==> src/rtl/sdram_inport_traffic_gen_pkg.sv <==
// rtl/sdram_inport_traffic_gen_pkg.sv - state type and LFSR step shared by the inport traffic generator
package sdram_inport_traffic_gen_pkg;

  typedef enum logic [2:0] {
    IDLE, WRITE, WDRAIN, READ, RDRAIN, IWRITE, IREAD, DONE
  } tg_state_e;

  localparam logic [31:0] TG_LFSR_POLY = 32'h8020_0003;

  // Right-shifting Galois form: feedback taps are XORed in when the bit shifted out is 1.
  function automatic logic [31:0] tg_lfsr_next(input logic [31:0] value);
    return {1'b0, value[31:1]} ^ (value[0] ? TG_LFSR_POLY : 32'h0);
  endfunction

endpackage

==> src/rtl/sdram_inport_traffic_gen_lfsr.sv <==
// rtl/sdram_inport_traffic_gen_lfsr.sv - 32-bit Galois LFSR with seed load and single-step enable
module tg_lfsr
  import sdram_inport_traffic_gen_pkg::*;
#(
  parameter logic [31:0] SEED = 32'h0000_0001
) (
  input  logic        clk_i,
  input  logic        rst_ni,
  input  logic        load_i,
  input  logic        step_i,
  output logic [31:0] value_o
);

  logic [31:0] r_value;

  always_ff @(posedge clk_i) begin
    if (!rst_ni) begin
      r_value <= '0;
    end else if (load_i) begin
      r_value <= SEED;
    end else if (step_i) begin
      r_value <= tg_lfsr_next(r_value);
    end
  end

  assign value_o = r_value;

endmodule

==> src/rtl/sdram_inport_traffic_gen.sv <==
// rtl/sdram_inport_traffic_gen.sv - write/read-back LFSR traffic generator and checker for the sdram inport
module sdram_inport_traffic_gen
  import sdram_inport_traffic_gen_pkg::*;
#(
  parameter int unsigned DATA_W          = 32,
  parameter int unsigned ADDR_W          = 32,
  parameter int unsigned CNT_W           = 8,
  parameter int unsigned ADDR_STRIDE     = 4,
  parameter int unsigned MAX_OUTSTANDING = 4,
  parameter logic [31:0] LFSR_SEED       = 32'h0000_0001
) (
  input  logic                clk_i,
  input  logic                rst_ni,
  input  logic                start_i,
  input  logic                mode_i,
  input  logic [ADDR_W-1:0]   cfg_base_addr_i,
  input  logic [CNT_W-1:0]    cfg_num_words_i,
  output logic [DATA_W/8-1:0] outport_wr_o,
  output logic                outport_rd_o,
  output logic [ADDR_W-1:0]   outport_addr_o,
  output logic [DATA_W-1:0]   outport_write_data_o,
  input  logic                outport_accept_i,
  input  logic                outport_ack_i,
  input  logic                outport_error_i,
  input  logic [DATA_W-1:0]   outport_read_data_i,
  output logic                busy_o,
  output logic                done_o,
  output logic                pass_o,
  output logic [CNT_W-1:0]    err_cnt_o,
  output logic [ADDR_W-1:0]   first_err_addr_o,
  output logic                bus_error_o,
  output logic                proto_error_o
);

  localparam int unsigned       OUT_W   = $clog2(MAX_OUTSTANDING + 1);
  localparam logic [OUT_W-1:0]  MAX_OUT = OUT_W'(MAX_OUTSTANDING);
  localparam logic [ADDR_W-1:0] STRIDE  = ADDR_W'(ADDR_STRIDE);

  tg_state_e         r_state, w_next;
  logic [ADDR_W-1:0] r_base, r_addr, r_rd_addr, r_first_addr;
  logic [CNT_W-1:0]  r_num, r_req_cnt, r_err_cnt;
  logic [OUT_W-1:0]  r_out;
  logic              r_issued, r_armed, r_first_done, r_bus_err, r_proto_err, r_pass;
  logic [31:0]       w_w_val, w_r_val;
  logic              w_req_wr, w_req_rd, w_accept, w_start, w_last, w_room;
  logic              w_ack, w_ack_proto, w_rd_ack, w_fail;

  assign w_start     = (r_state == IDLE) && start_i;
  assign w_room      = r_out < MAX_OUT;
  assign w_last      = r_req_cnt == (r_num - CNT_W'(1));
  assign w_accept    = (w_req_wr || w_req_rd) && outport_accept_i;
  assign w_ack       = outport_ack_i && (r_out != '0);
  // r_armed keeps acks that trail a reset from flagging until a run has been started.
  assign w_ack_proto = outport_ack_i && (r_out == '0) && r_armed;
  assign w_rd_ack    = w_ack && (r_state inside {READ, RDRAIN, IREAD});
  assign w_fail      = outport_error_i ||
                       (w_rd_ack && (outport_read_data_i != w_r_val[DATA_W-1:0]));

  tg_lfsr #(.SEED(LFSR_SEED)) u_wr_lfsr (
    .clk_i   (clk_i),
    .rst_ni  (rst_ni),
    .load_i  (w_start),
    .step_i  (w_accept && w_req_wr),
    .value_o (w_w_val)
  );

  tg_lfsr #(.SEED(LFSR_SEED)) u_rd_lfsr (
    .clk_i   (clk_i),
    .rst_ni  (rst_ni),
    .load_i  (w_start),
    .step_i  (w_rd_ack),
    .value_o (w_r_val)
  );

  always_ff @(posedge clk_i) begin
    if (!rst_ni) begin
      r_state <= IDLE;
    end else begin
      r_state <= w_next;
    end
  end

  always_comb begin
    w_next   = r_state;
    w_req_wr = 1'b0;
    w_req_rd = 1'b0;
    case (r_state)
      IDLE: begin
        if (start_i) begin
          if (cfg_num_words_i == '0) w_next = DONE;
          else w_next = mode_i ? IWRITE : WRITE;
        end
      end
      WRITE: begin
        w_req_wr = w_room;
        if (w_accept && w_last) w_next = WDRAIN;
      end
      WDRAIN: if (r_out == '0) w_next = READ;
      READ: begin
        w_req_rd = w_room;
        if (w_accept && w_last) w_next = RDRAIN;
      end
      RDRAIN: if (r_out == '0) w_next = DONE;
      IWRITE: begin
        w_req_wr = !r_issued;
        if (r_issued && (r_out == '0)) w_next = IREAD;
      end
      IREAD: begin
        w_req_rd = !r_issued;
        if (r_issued && (r_out == '0)) w_next = w_last ? DONE : IWRITE;
      end
      DONE:    w_next = IDLE;
      default: w_next = IDLE;
    endcase
  end

  always_ff @(posedge clk_i) begin
    if (!rst_ni) begin
      r_base       <= '0;
      r_addr       <= '0;
      r_rd_addr    <= '0;
      r_first_addr <= '0;
      r_num        <= '0;
      r_req_cnt    <= '0;
      r_err_cnt    <= '0;
      r_out        <= '0;
      r_issued     <= 1'b0;
      r_armed      <= 1'b0;
      r_first_done <= 1'b0;
      r_bus_err    <= 1'b0;
      r_proto_err  <= 1'b0;
      r_pass       <= 1'b0;
    end else if (w_start) begin
      r_base       <= cfg_base_addr_i;
      r_addr       <= cfg_base_addr_i;
      r_rd_addr    <= cfg_base_addr_i;
      r_num        <= cfg_num_words_i;
      r_req_cnt    <= '0;
      r_out        <= '0;
      r_issued     <= 1'b0;
      r_armed      <= 1'b1;
      r_err_cnt    <= '0;
      r_first_addr <= '0;
      r_first_done <= 1'b0;
      r_bus_err    <= 1'b0;
      r_proto_err  <= 1'b0;
      r_pass       <= 1'b0;
    end else begin
      if (w_accept && !w_ack) r_out <= r_out + OUT_W'(1);
      else if (!w_accept && w_ack) r_out <= r_out - OUT_W'(1);

      // Bulk phases advance per accept; interleaved mode advances once the read of word k is acked.
      if (w_accept) begin
        if (r_state inside {WRITE, READ}) begin
          r_addr    <= w_last ? r_base : r_addr + STRIDE;
          r_req_cnt <= w_last ? '0 : r_req_cnt + CNT_W'(1);
        end else begin
          r_issued <= 1'b1;
        end
      end
      if ((r_state == IWRITE) && (w_next == IREAD)) r_issued <= 1'b0;
      if ((r_state == IREAD) && (w_next == IWRITE)) begin
        r_issued  <= 1'b0;
        r_addr    <= r_addr + STRIDE;
        r_req_cnt <= r_req_cnt + CNT_W'(1);
      end

      if (w_ack_proto) r_proto_err <= 1'b1;
      if (w_ack && outport_error_i) r_bus_err <= 1'b1;
      if (w_ack && w_fail && (r_err_cnt != '1)) r_err_cnt <= r_err_cnt + CNT_W'(1);
      if (w_rd_ack) begin
        r_rd_addr <= r_rd_addr + STRIDE;
        if (w_fail && !r_first_done) begin
          r_first_addr <= r_rd_addr;
          r_first_done <= 1'b1;
        end
      end

      if (r_state == DONE) r_pass <= (r_err_cnt == '0) && !r_bus_err && !r_proto_err;
    end
  end

  assign outport_wr_o         = {(DATA_W/8){w_req_wr}};
  assign outport_rd_o         = w_req_rd;
  assign outport_addr_o       = (w_req_wr || w_req_rd) ? r_addr : '0;
  assign outport_write_data_o = w_req_wr ? w_w_val[DATA_W-1:0] : '0;
  assign busy_o               = r_state != IDLE;
  assign done_o               = r_state == DONE;
  assign pass_o               = r_pass;
  assign err_cnt_o            = r_err_cnt;
  assign first_err_addr_o     = r_first_addr;
  assign bus_error_o          = r_bus_err;
  assign proto_error_o        = r_proto_err;

endmodule
==> config.mk <==
export PLATFORM = sky130hd
export DESIGN_NAME = sdram_inport_traffic_gen
export DESIGN_NICKNAME = d
export VERILOG_FILES = /design/src/rtl/sdram_inport_traffic_gen_pkg.sv /design/src/rtl/sdram_inport_traffic_gen_lfsr.sv /design/src/rtl/sdram_inport_traffic_gen.sv
export SDC_FILE = /design/constraint.sdc
export NUM_CORES = 1
export LEC_CHECK = 0
export ABC_AREA = 1
export BUFFER_PORTS_ARGS = -buffer_cell sky130_fd_sc_hd__buf_4
export CORE_MARGIN = 1.5
export CORE_UTILIZATION = 55
export CTS_CLUSTER_DIAMETER = 40
export DETAILED_ROUTE_END_ITERATION = 8
export PLACE_DENSITY_LB_ADDON = 0.25
export SYNTH_ARGS = -nofsm -noshare
export SYNTH_HDL_FRONTEND = slang
export SYNTH_HIERARCHICAL = 1
export SYNTH_SLANG_ARGS = --single-unit
==> constraint.sdc <==
create_clock -name clk_i -period 6 [get_ports clk_i]
set_clock_uncertainty 0.05 [all_clocks]
set_input_delay 0.3 -clock clk_i [delete_from_list [all_inputs] [get_ports clk_i]]
set_output_delay 0.3 -clock clk_i [all_outputs]
set_load 0.03 [all_outputs]
==> results.py, run 1 <==
metrics = {
    "synthesis": {
        "synth_top_cell_by_area": "dfxtp_1",
        "synth_area_per_cell_sq_um": 6.900,
        "synth.net_count": 1827,
        "synthCells": 1740,
        "yosysSeqAreaShare_pct": 38.02,
        "syn-cell-area_sq_um": 12010,
        "yosysTopAreaCellShare_pct": 38.02,
        "yosys_warnings": 6,
        "synth.distinct_cells": 49,
        "ys_ff_latch": 228,
        "synthTopCellsByArea": "dfxtp_1, nand2_1, a21oi_1",
    },
    "global_routing": {
        "grt_max_degree": 66,
        "grt_usage_pct": 29.08,
        "grt.overflow.total": 0,
        "grt_pass1_wl_um": 53620,
        "grt_antenna_before_repair": 0,
        "first_global_vias": 11140,
    },
    "floorplan": {
        "start_util_pct": 56.58,
        "num_rows": 53,
        "dieArea_sq_um": 22730,
        "die_w_um": 150.8,
        "coreArea_sq_um": 21220,
        "die_h_um": 150.8,
        "io_pins": 193,
    },
    "detailed_routing": {
        "firstDrtPassIters": 6,
        "wl_per_cell_um": 15.31,
        "via_per_inst": 5.502,
        "drtAntennaViolNets": 0,
        "vias": 12050,
        "wl_um": 33540,
        "drc": 0,
        "drt_iter0_markers": 947,
    },
    "cts": {
        "path_clk_slew_ns": 0.06,
        "clk_latency_ns": 0.56,
        "cts_resized": 0,
        "numCtsBuffers": 31,
        "htreeDepth": 1,
        "cts-root-buf": "clkbuf_16",
        "cts_tree": "yes",
        "clk_path_buf_depth": 3,
        "cts.sink_count": 228,
    },
    "sta": {
        "worstMarginPinSlew_ns": 1.173,
        "final_hold_viol_count": 0,
        "rsz0062_at_grt": "no",
        "max_freq_mhz": 268.5,
        "fin_setup_tns_ns": 0,
        "period_minus_slack_ns": 3.724,
        "slew_violations": 0,
        "fin_crit_sh_pct": 62.07,
        "setup_violations": 0,
        "fin_hold_ws_ns": 0.01779,
        "slew_headroom_pct": 21.71,
    },
    "flow_run": {
        "cap_violations": 0,
    },
    "place": {
        "io_buffer_count": 192,
        "gp_congestion": 0.9318,
        "hpwl_um": 23340,
    },
    "worst_setup_path": {
        "worstPathRequired_ns": 6.37,
        "cp_max_fo": 55,
        "reg2reg_from": "r_state[2]",
        "path_class": "reg2reg",
        "cp-start-kind": "register",
        "cp-startpoint": "r_state[2]",
        "setup.worst_path.end_class": "register",
        "crit_arrival_ns": 4.09,
        "crit_end": "r_addr[0]",
        "r2r-end": "r_addr[0]",
        "r2r_cells": 10,
        "r2r_setup_slack_ns": 2.28,
    },
    "layout": {
        "diodes": 0,
        "final_common_cell": "nand2_1",
        "drive_gt1_share_pct": 17.49,
        "syn_to_final_growth_pct": 21.56,
        "final_cell_mix": "nand2_1, dfxtp_1, buf_4, inv_1, nor2_1",
        "fin_nets": 1977,
    },
    "outcome": {
        "status": "finished, final reports clean",
    },
    "min_path": {
        "hold_class": "in2reg",
    },
    "pwr": {
        "p_per_area_nw_per_um2": 385.0,
        "irDropWorstVdd_v": 0.0003038,
        "leakage_uw": 0.005731,
    },
}
==> repair_timing <==
action	in CTS	in global routing
buffers inserted	0	0
endpoints found under the hold margin	4	0
endpoints found under the setup margin	0	0
hold buffers	4	0
==> where the power goes <==
group	internal (uW)	switching (uW)	leakage [uW]
Sequential	1720	192	0.00185
Clock	1250	739	0.000532
Combinational	509	1210	0.00335
Total	3470	2150	0.00573
==> worst min-delay path by stage <==
stage | slack [ns] | startpoint | cells after the start | end
finish | 0.02 | cfg_num_words_i[6] | 3 | r_num[6]
global route | 0.008 | outport_error_i | 3 | bus_error_o
floorplan | 0.35 | rst_ni | 2 | u_rd_lfsr/value_o[0]
global placement | 0.39 | r_rd_addr[1] | 2 | first_err_addr_o[1]
detailed placement | 0.40 | r_rd_addr[1] | 2 | first_err_addr_o[1]
CTS | 0.003 | cfg_num_words_i[6] | 3 | r_num[6]
==> metrics by stage <==
stage                     total power [uW]  util, %  instance area (sq um)  worst slack [ns]  instances
after global placement                3574    63.23                  13420             2.535       2128
after detailed placement              3618    63.23                  13420             2.371       2128
after floorplan                       3214        -                  12010             3.562       1740
after CTS                             5620    68.78                  14600             2.324       2190
after global routing                  5928    68.78                  14600             2.003       2190
final                                 5618    68.78                  14600             2.276       2190
==> kinds of logic (layout without fill, tap and decap cells) <==
kind of cell,Yosys count,in the layout,synth area share (%)
simple gates,796,796,28.14
compound gates,341,341,16.41
buf+inv,275,450,9.733
flops,228,228,38.02
xor+xnor,87,87,6.346
fa+ha+maj,8,8,0.8962
mux,5,5,0.4585
==> synthesized netlist by cell type (all sizes together) <==
cell type,n
ha,7
or2,1
o21a,2
o22ai,3
nor4,11
a31oi,22
mux2i,1
o21ai,117
xor2,52
inv,186
dfxtp,228
o221a,1
a32o,1
clkinv,2
nand3,63
nor2,174
xnor2,35
a221oi,4
a21o,1
nand2,445
nand3b,4
fa,1
nor3b,1
nor3,40
o211ai,6
clkbuf,45
a211o,1
mux2,4
nand4,55
a21oi,182
and3,2
o2111ai,1
buf,42
==> registers in the layout, summed over array words and instances, names as in the netlist, 32 cells and up <==
name               cells
r_addr                32
u_wr_lfsr/value_o     32
r_rd_addr             32
u_rd_lfsr/value_o     32
r_base                32
first_err_addr_o      32
==> final cells by class <==
| cell class | instances | area, sq um |
|---|---|---|
| multi-input combinational | 1237 | 6296 |
| tap | 275 | 344.1 |
| fill | 1855 | 6625 |
| sequential | 228 | 4564 |
| inverter | 188 | 710.7 |
| clock buffer | 33 | 803.3 |
| timing repair buffer | 204 | 1541 |
| clock inverter | 25 | 335.3 |
==> critical path, cell delays in order, from the launching register on <==
cell	delay [ns]
dfxtp_1	0.45
inv_2	0.13
nand3_4	0.48
clkinv_1	0.64
buf_4	0.44
nand2_1	0.17
nand3_4	0.38
o21ai_4	0.49
nand3_1	0.17
nand2_1	0.12
nor2_1	0.05
==> per-layer routing <==
metal / GRT usage, % / wire length (um) / vias up
met5: 0 / 0 / -
met4: 13.06 / 1411 / 0
met3: 3.212 / 2122 / 91
met2: 50.41 / 16040 / 484
met1: 36.23 / 13960 / 5486
li1: - / - / 5989
Power figures use the tool's default switching activity.
==> run 2, diff against run 1 <==
==> constraint.sdc (replaced) <==
create_clock -name clk_i -period 3.7 [get_ports clk_i]
set_clock_uncertainty 0.05 [all_clocks]
set_input_delay 0.185 -clock clk_i [delete_from_list [all_inputs] [get_ports clk_i]]
set_output_delay 0.185 -clock clk_i [all_outputs]
set_load 0.03 [all_outputs]
==> run 2 against run 1 <==
Compared with the run above: die area did not move; non-clock buffer count rose by 32; largest power group unchanged; routed wire length rose by 2.7%; maximum frequency rose by 24%; worst hold slack got worse by 0.0042 ns; sequential share of layout area fell by 1.1 points; clock-buffer cell count rose by 11; core utilization rose by 2.5 points; sequential power rose by 62%; register-to-register slack got worse by 1.6 ns.
==> results.py, run 2 (synthesis results as in run 1) <==
metrics = {
    "outcome": {
        "status": "finished, final reports clean",
    },
    "detailed_routing": {
        "wl_um": 34430,
        "wl_per_cell_um": 15.43,
        "drc": 0,
        "vias": 12310,
        "wl_met2_um": 16590,
        "dr.max_layer_used": "met4",
        "wl_met1_um": 14100,
        "drtAntennaViolNets": 0,
        "via_per_inst": 5.513,
        "met3WireLength_um": 2425,
        "firstDrtPassIters": 5,
        "drt_iter0_markers": 1031,
    },
    "sta": {
        "fin_setup_tns_ns": 0,
        "setup_violations": 0,
        "slew_headroom_pct": 25.53,
        "max_freq_mhz": 333.0,
        "worstMarginPinSlew_ns": 1.116,
        "slew_violations": 0,
        "period_minus_slack_ns": 3.003,
        "final_hold_viol_count": 0,
        "fin_crit_sh_pct": 81.16,
        "rsz0062_at_grt": "no",
    },
    "floorplan": {
        "dieArea_sq_um": 22730,
        "die_h_um": 150.8,
        "coreArea_sq_um": 21220,
        "io_pins": 193,
        "num_rows": 53,
        "start_util_pct": 56.58,
        "die_w_um": 150.8,
    },
    "worst_setup_path": {
        "reg2reg_from": "r_num[0]",
        "r2r-end": "r_req_cnt[7]",
        "crit_arrival_ns": 3.37,
        "r2r_cells": 19,
        "cp-start-kind": "register",
        "r2r_setup_slack_ns": 0.70,
        "path_class": "reg2reg",
        "setup.worst_path.end_class": "register",
        "cp_max_fo": 18,
        "worstPathRequired_ns": 4.07,
    },
    "layout": {
        "final_cell_mix": "nand2_1, dfxtp_1, buf_4, inv_1, nor2_1",
        "final_cell_area_sq_um": 15120,
        "syn_to_final_growth_pct": 25.94,
        "fin_nets": 2015,
        "drive_gt1_share_pct": 17.83,
        "final_common_cell": "nand2_1",
        "fill_cells": 1705,
        "stdcell_count": 2232,
        "diodes": 0,
    },
    "pwr": {
        "leakage_uw": 0.006011,
        "p_per_area_nw_per_um2": 645.0,
        "irDropWorstVdd_v": 0.0003225,
    },
    "cts": {
        "cts_tree": "yes",
        "cts-root-buf": "clkbuf_16",
        "clk_path_buf_depth": 3,
        "numCtsBuffers": 37,
        "cts.sink_count": 228,
        "htreeDepth": 2,
        "path_clk_slew_ns": 0.05,
        "clk_latency_ns": 0.52,
    },
    "min_path": {
        "whs_path_depth": 3,
        "hold_class": "in2reg",
        "hp-start": "cfg_base_addr_i[27]",
        "hold_end": "r_base[27]",
    },
    "place": {
        "gp_congestion": 0.9377,
        "dpl_cell_area_sq_um": 13480,
        "hpwl_um": 23460,
        "dpl.cell_count": 2137,
        "io_buffer_count": 192,
    },
    "global_routing": {
        "grt_usage_pct": 30.13,
        "grt_pass1_wl_um": 55290,
        "grt.overflow.total": 0,
        "grt_antenna_before_repair": 0,
        "grt_max_degree": 70,
        "first_global_vias": 11410,
    },
    "flow_run": {
        "cap_violations": 0,
    },
}
==> run 2: cell types whose count changed in the layout (fill, tap and decap cells not counted), sizes merged <==
| cell | before | now |
|---|---|---|
| clkbuf | 33 | 44 |
| clkinvlp | 8 | 1 |
| inv | 194 | 195 |
| buf | 200 | 209 |
| bufinv | 6 | 8 |
| dlygate4sd3 | 4 | 27 |
| clkinv | 5 | 8 |
==> run 2: how the worst max path moves through the flow <==
stage,start,to,slack [ns]
after floorplan,r_state[2],r_out[2],1.26
after global placement,r_num[0],r_req_cnt[6],0.86
after detailed placement,r_num[0],r_addr[0],0.73
after CTS,r_num[0],r_addr[0],0.72
after global routing,r_num[0],r_req_cnt[7],0.38
final,r_num[0],r_req_cnt[7],0.70
==> run 2: final cells by class <==
class                   instances  area (sq um)  share of cell area (%)
multi-input cells            1237          6294                   41.62
flip-flops and latches        228          4564                   30.19
repair buffers                236          1839                   12.16
clock buffers                  44          1005                   6.645
inverters                     188         710.7                   4.700
clock inverters                24         364.1                   2.408
well taps                     275         344.1                   2.276
==> run 2: timing repair <==
action	in CTS	in global routing
setup buffers	0	0
hold endpoints to repair	39	0
hold buffers	27	0
gates resized for setup	0	0
==> run 2: routing by layer <==
| layer | vias up | GRT usage, % |
|---|---|---|
| li1 | 6061 | - |
| met3 | 95 | 4.545 |
| met1 | 5628 | 37.44 |
| met5 | - | 0 |
| met2 | 521 | 51.85 |
| met4 | 0 | 12.67 |
==> run 2: critical path: stages (launching register included) <==
cell     delay, ns
dfxtp_1       0.34
inv_2         0.09
ha_1          0.24
nand3_2       0.15
nor2_1        0.18
nand2_1       0.08
nand2_1       0.10
nand2_1       0.08
nor2_1        0.09
nand2_1       0.19
nand2_1       0.11
nand2_1       0.05
nand2_1       0.06
nor2_2        0.05
nand3_4       0.18
buf_4         0.29
nand2_2       0.17
inv_2         0.21
nand2_1       0.06
a21oi_1       0.14
==> run 2: through the flow <==
step           utilization, %  setup slack [ns]  total power, uW  hold WS, ns
6_report                71.26            0.6970             9752      0.01355
5_1_grt                 71.26            0.3820            10240      0.01482
4_1_cts                 71.26            0.7165             9751     0.002665
3_5_place_dp            63.53            0.7276             5911       0.4053
3_3_place_gp            63.53            0.8556             5837       0.3989
2_1_floorplan               -             1.262             5212       0.2326
==> run 2: where the power goes <==
| group | leakage, uW | switching [uW] | internal, uW |
|---|---|---|---|
| clock | 0.000670 | 1270 | 2530 |
| sequential | 0.00185 | 313 | 2790 |
| combinational | 0.00349 | 1990 | 859 |
==> run 3, diff against run 2 <==
--- a/config.mk
+++ b/config.mk
@@ -5,10 +5,10 @@
 export SDC_FILE = /design/constraint.sdc
 export NUM_CORES = 1
 export LEC_CHECK = 0
-export ABC_AREA = 1
+export ABC_AREA = 0
 export BUFFER_PORTS_ARGS = -buffer_cell sky130_fd_sc_hd__buf_4
 export CORE_MARGIN = 1.5
-export CORE_UTILIZATION = 55
+export CORE_UTILIZATION = 51
 export CTS_CLUSTER_DIAMETER = 40
 export DETAILED_ROUTE_END_ITERATION = 8
 export PLACE_DENSITY_LB_ADDON = 0.25
==> constraint.sdc (replaced) <==
create_clock -name clk_i -period 2.6 [get_ports clk_i]
set_clock_uncertainty 0.05 [all_clocks]
set_input_delay 0.13 -clock clk_i [delete_from_list [all_inputs] [get_ports clk_i]]
set_output_delay 0.13 -clock clk_i [all_outputs]
set_load 0.03 [all_outputs]
==> run 3 against run 2 <==
Compared with the run above: first-iteration DRC count shrank 17%; global-route usage fell by 3.2 points; synthesized area down 6.2%; worst hold slack is essentially flat; maximum frequency rose by 17%; final area is 0.68% lower; sequential share of layout area increased by 0.25 points; clock power rose by 28%; register-to-register slack worse by 0.66 ns; critical endpoint is now r_addr[18]; largest cell class unchanged.
==> results.py, run 3 <==
metrics = {
    "pwr": {
        "switching_power_uw": 4924,
        "clkPwrFrac_pct": 35.6,
        "irDropWorstVdd_v": 0.0005234,
        "p_per_area_nw_per_um2": 908.3,
        "p_seq_share_pct": 33.2,
        "leakage_uw": 0.006065,
        "swShare_pct": 36.09,
        "p_int_uw": 8717,
        "power_frac_comb_pct": 31.2,
        "total_power_uw": 13640,
    },
    "worst_setup_path": {
        "cp_max_fo": 8,
        "r2r-end": "r_addr[18]",
        "path_cells": "buf_4, nor4_4, buf_4, nand2_1, o31a_1, nand2_2, nand2_4, buf_12, buf_4, nand4b_1, a21oi_1, a311o_1",
        "r2r_setup_slack_ns": 0.04,
        "worstPathRequired_ns": 2.95,
        "cp-start-kind": "register",
        "crit_arrival_ns": 2.91,
        "setup.worst_path.end_class": "register",
        "cp_slowest_cell": "nor4_4",
        "path_class": "reg2reg",
        "r2r_cells": 12,
        "slowest_delay_ns": 0.37,
        "reg2reg_from": "r_num[4]",
        "cp_common_cell": "buf_4",
    },
    "flow_run": {
        "cap_violations": 0,
    },
    "sta": {
        "max_freq_mhz": 390.3,
        "fin_setup_tns_ns": 0,
        "worstMarginPinSlew_ns": 0.6756,
        "slew_violations": 0,
        "setup_violations": 0,
        "rsz0062_at_grt": "yes",
        "final_hold_viol_count": 0,
        "fin_crit_sh_pct": 98.54,
        "period_minus_slack_ns": 2.562,
        "slew_headroom_pct": 54.48,
    },
    "synthesis": {
        "synth.distinct_cells": 67,
        "yosysMostFrequentCell": "dfxtp_1",
        "yosys-top-cells-count": "dfxtp_1, nand2_1, nor2_1",
        "synth_area_per_cell_sq_um": 8.232,
        "yosysSeqAreaShare_pct": 40.53,
        "synthTopCellsByArea": "dfxtp_1, nand2_1, mux2i_1",
        "synth-edff-count": 0,
        "ys_ff_latch": 228,
        "synthCells": 1368,
        "yosysTopAreaCellShare_pct": 40.53,
        "syn-cell-area_sq_um": 11260,
        "synth_flop_cell": "dfxtp_1",
        "synthArstFlopShare_pct": 0,
        "yosys_warnings": 6,
        "synth.net_count": 1455,
        "synth_top_cell_by_area": "dfxtp_1",
    },
    "global_routing": {
        "first_global_vias": 9844,
        "grt_usage_pct": 26.96,
        "grt_max_degree": 55,
        "grt_antenna_before_repair": 0,
        "grt_pass1_wl_um": 49700,
        "grt.overflow.total": 0,
    },
    "layout": {
        "final_cell_mix": "buf_4, dfxtp_1, nand2_1, nor2_1, a21oi_1",
        "drive_gt1_share_pct": 22.53,
        "final_common_cell": "buf_4",
        "multiInputGateArea_sq_um": 6208,
        "syn_to_final_growth_pct": 33.35,
        "diodes": 0,
        "seq_area_sq_um": 4571,
        "fill_cells": 1747,
        "final_util_pct": 69.03,
        "stdcell_count": 1918,
        "final_cell_area_sq_um": 15020,
        "fin_nets": 1697,
    },
    "floorplan": {
        "start_util_pct": 51.77,
        "num_rows": 54,
        "die_w_um": 151.6,
        "die_h_um": 151.6,
        "coreArea_sq_um": 21760,
        "io_pins": 193,
        "dieArea_sq_um": 22980,
    },
    "place": {
        "hpwl_um": 21490,
        "dpl_cell_area_sq_um": 13080,
        "dpl.cell_count": 1797,
        "gp_congestion": 0.9248,
        "io_buffer_count": 192,
    },
    "detailed_routing": {
        "wl_um": 32180,
        "drc": 0,
        "drt_iter0_markers": 857,
        "wl_per_cell_um": 16.78,
        "vias": 10730,
        "drtAntennaViolNets": 0,
        "firstDrtPassIters": 5,
        "via_per_inst": 5.592,
    },
    "cts": {
        "clk_path_buf_depth": 3,
        "htreeDepth": 2,
        "cts_tree": "yes",
        "cts.sink_count": 228,
        "numCtsBuffers": 36,
        "path_clk_slew_ns": 0.05,
        "clk_latency_ns": 0.51,
        "cts-root-buf": "clkbuf_16",
    },
    "outcome": {
        "status": "finished, final reports clean",
    },
    "min_path": {
        "whs_path_depth": 4,
        "hold_class": "in2reg",
        "hold_end": "r_base[12]",
        "hp-start": "start_i",
    },
}
## run 3: changes by cell type after synthesis, moves of 39 or more
cell / delta
nand2_1: -236
inv_1: -161
mux2i_1: +67
o21ai_0: -42
a21oi_2: -40
and2_1: +39
## run 3: final cells by class
class,count,share of cell area [%]
clock inverters,24,1.775
multi-input cells,1024,41.34
flip-flops and latches,228,30.43
repair buffers,303,17.27
clock buffers,42,6.423
inverters,17,0.4249
well taps,280,2.333
## run 3: power by group through the flow
stage	combinational (uW)	sequential [uW]	clock [uW]
2_1_floorplan	2850	4390	0
3_3_place_gp	3860	4550	0
3_5_place_dp	3940	4560	0
4_1_cts	4030	4490	4910
5_1_grt	4610	4590	5080
6_report	4260	4530	4850
## run 3: how the worst max path moves through the flow
stage | from | end | slack [ns]
2_1_floorplan | r_num[0] | r_addr[2] | 0.02
3_3_place_gp | r_num[0] | r_state[1] | -0.02
3_5_place_dp | r_num[1] | r_state[1] | -0.08
4_1_cts | r_num[1] | r_addr[24] | 0.0004
5_1_grt | r_num[4] | r_addr[24] | -0.08
6_report | r_num[4] | r_addr[18] | 0.04
## run 3: logic make-up (layout without fill, tap and decap cells)
logic type | count (synthesis) | in the layout | share of synthesized area (%)
buf+inv | 116 | 386 | 5.499
fa+ha+maj | 8 | 8 | 0.9554
simple gates | 591 | 591 | 25.24
compound gates | 262 | 262 | 14.32
xor+xnor | 94 | 94 | 7.310
mux | 69 | 69 | 6.144
flops | 228 | 228 | 40.53
## run 3: stage by stage
step           setup WS (ns)  hold slack (ns)
2_1_floorplan        0.01801           0.2160
3_3_place_gp        -0.02371           0.3390
3_5_place_dp        -0.07918           0.3470
4_1_cts            0.0004463        0.0001538
5_1_grt             -0.08452          0.02348
6_report             0.03798          0.01372
## run 3: critical path: cells and delay by family (launching register included)
family | cells | cell delay [ns]
simple gates | 5 | 0.80
flops | 1 | 0.33
compound gates | 3 | 0.65
buf+inv | 4 | 0.63
## run 3: what timing repair did
item,4_1_cts,5_1_grt
pin swaps,1,17
resized for setup,1,34
hold buffers,44,0
setup endpoints to repair,10,42
setup buffers,1,8
hold endpoints to repair,88,0
gates cloned,0,2
## run 3: per-layer routing
layer	global-route usage [%]	part of all wire, %
met3	4.940	7.4
met2	41.82	45
met4	10.87	3.3
met5	0	0
met1	36.99	44
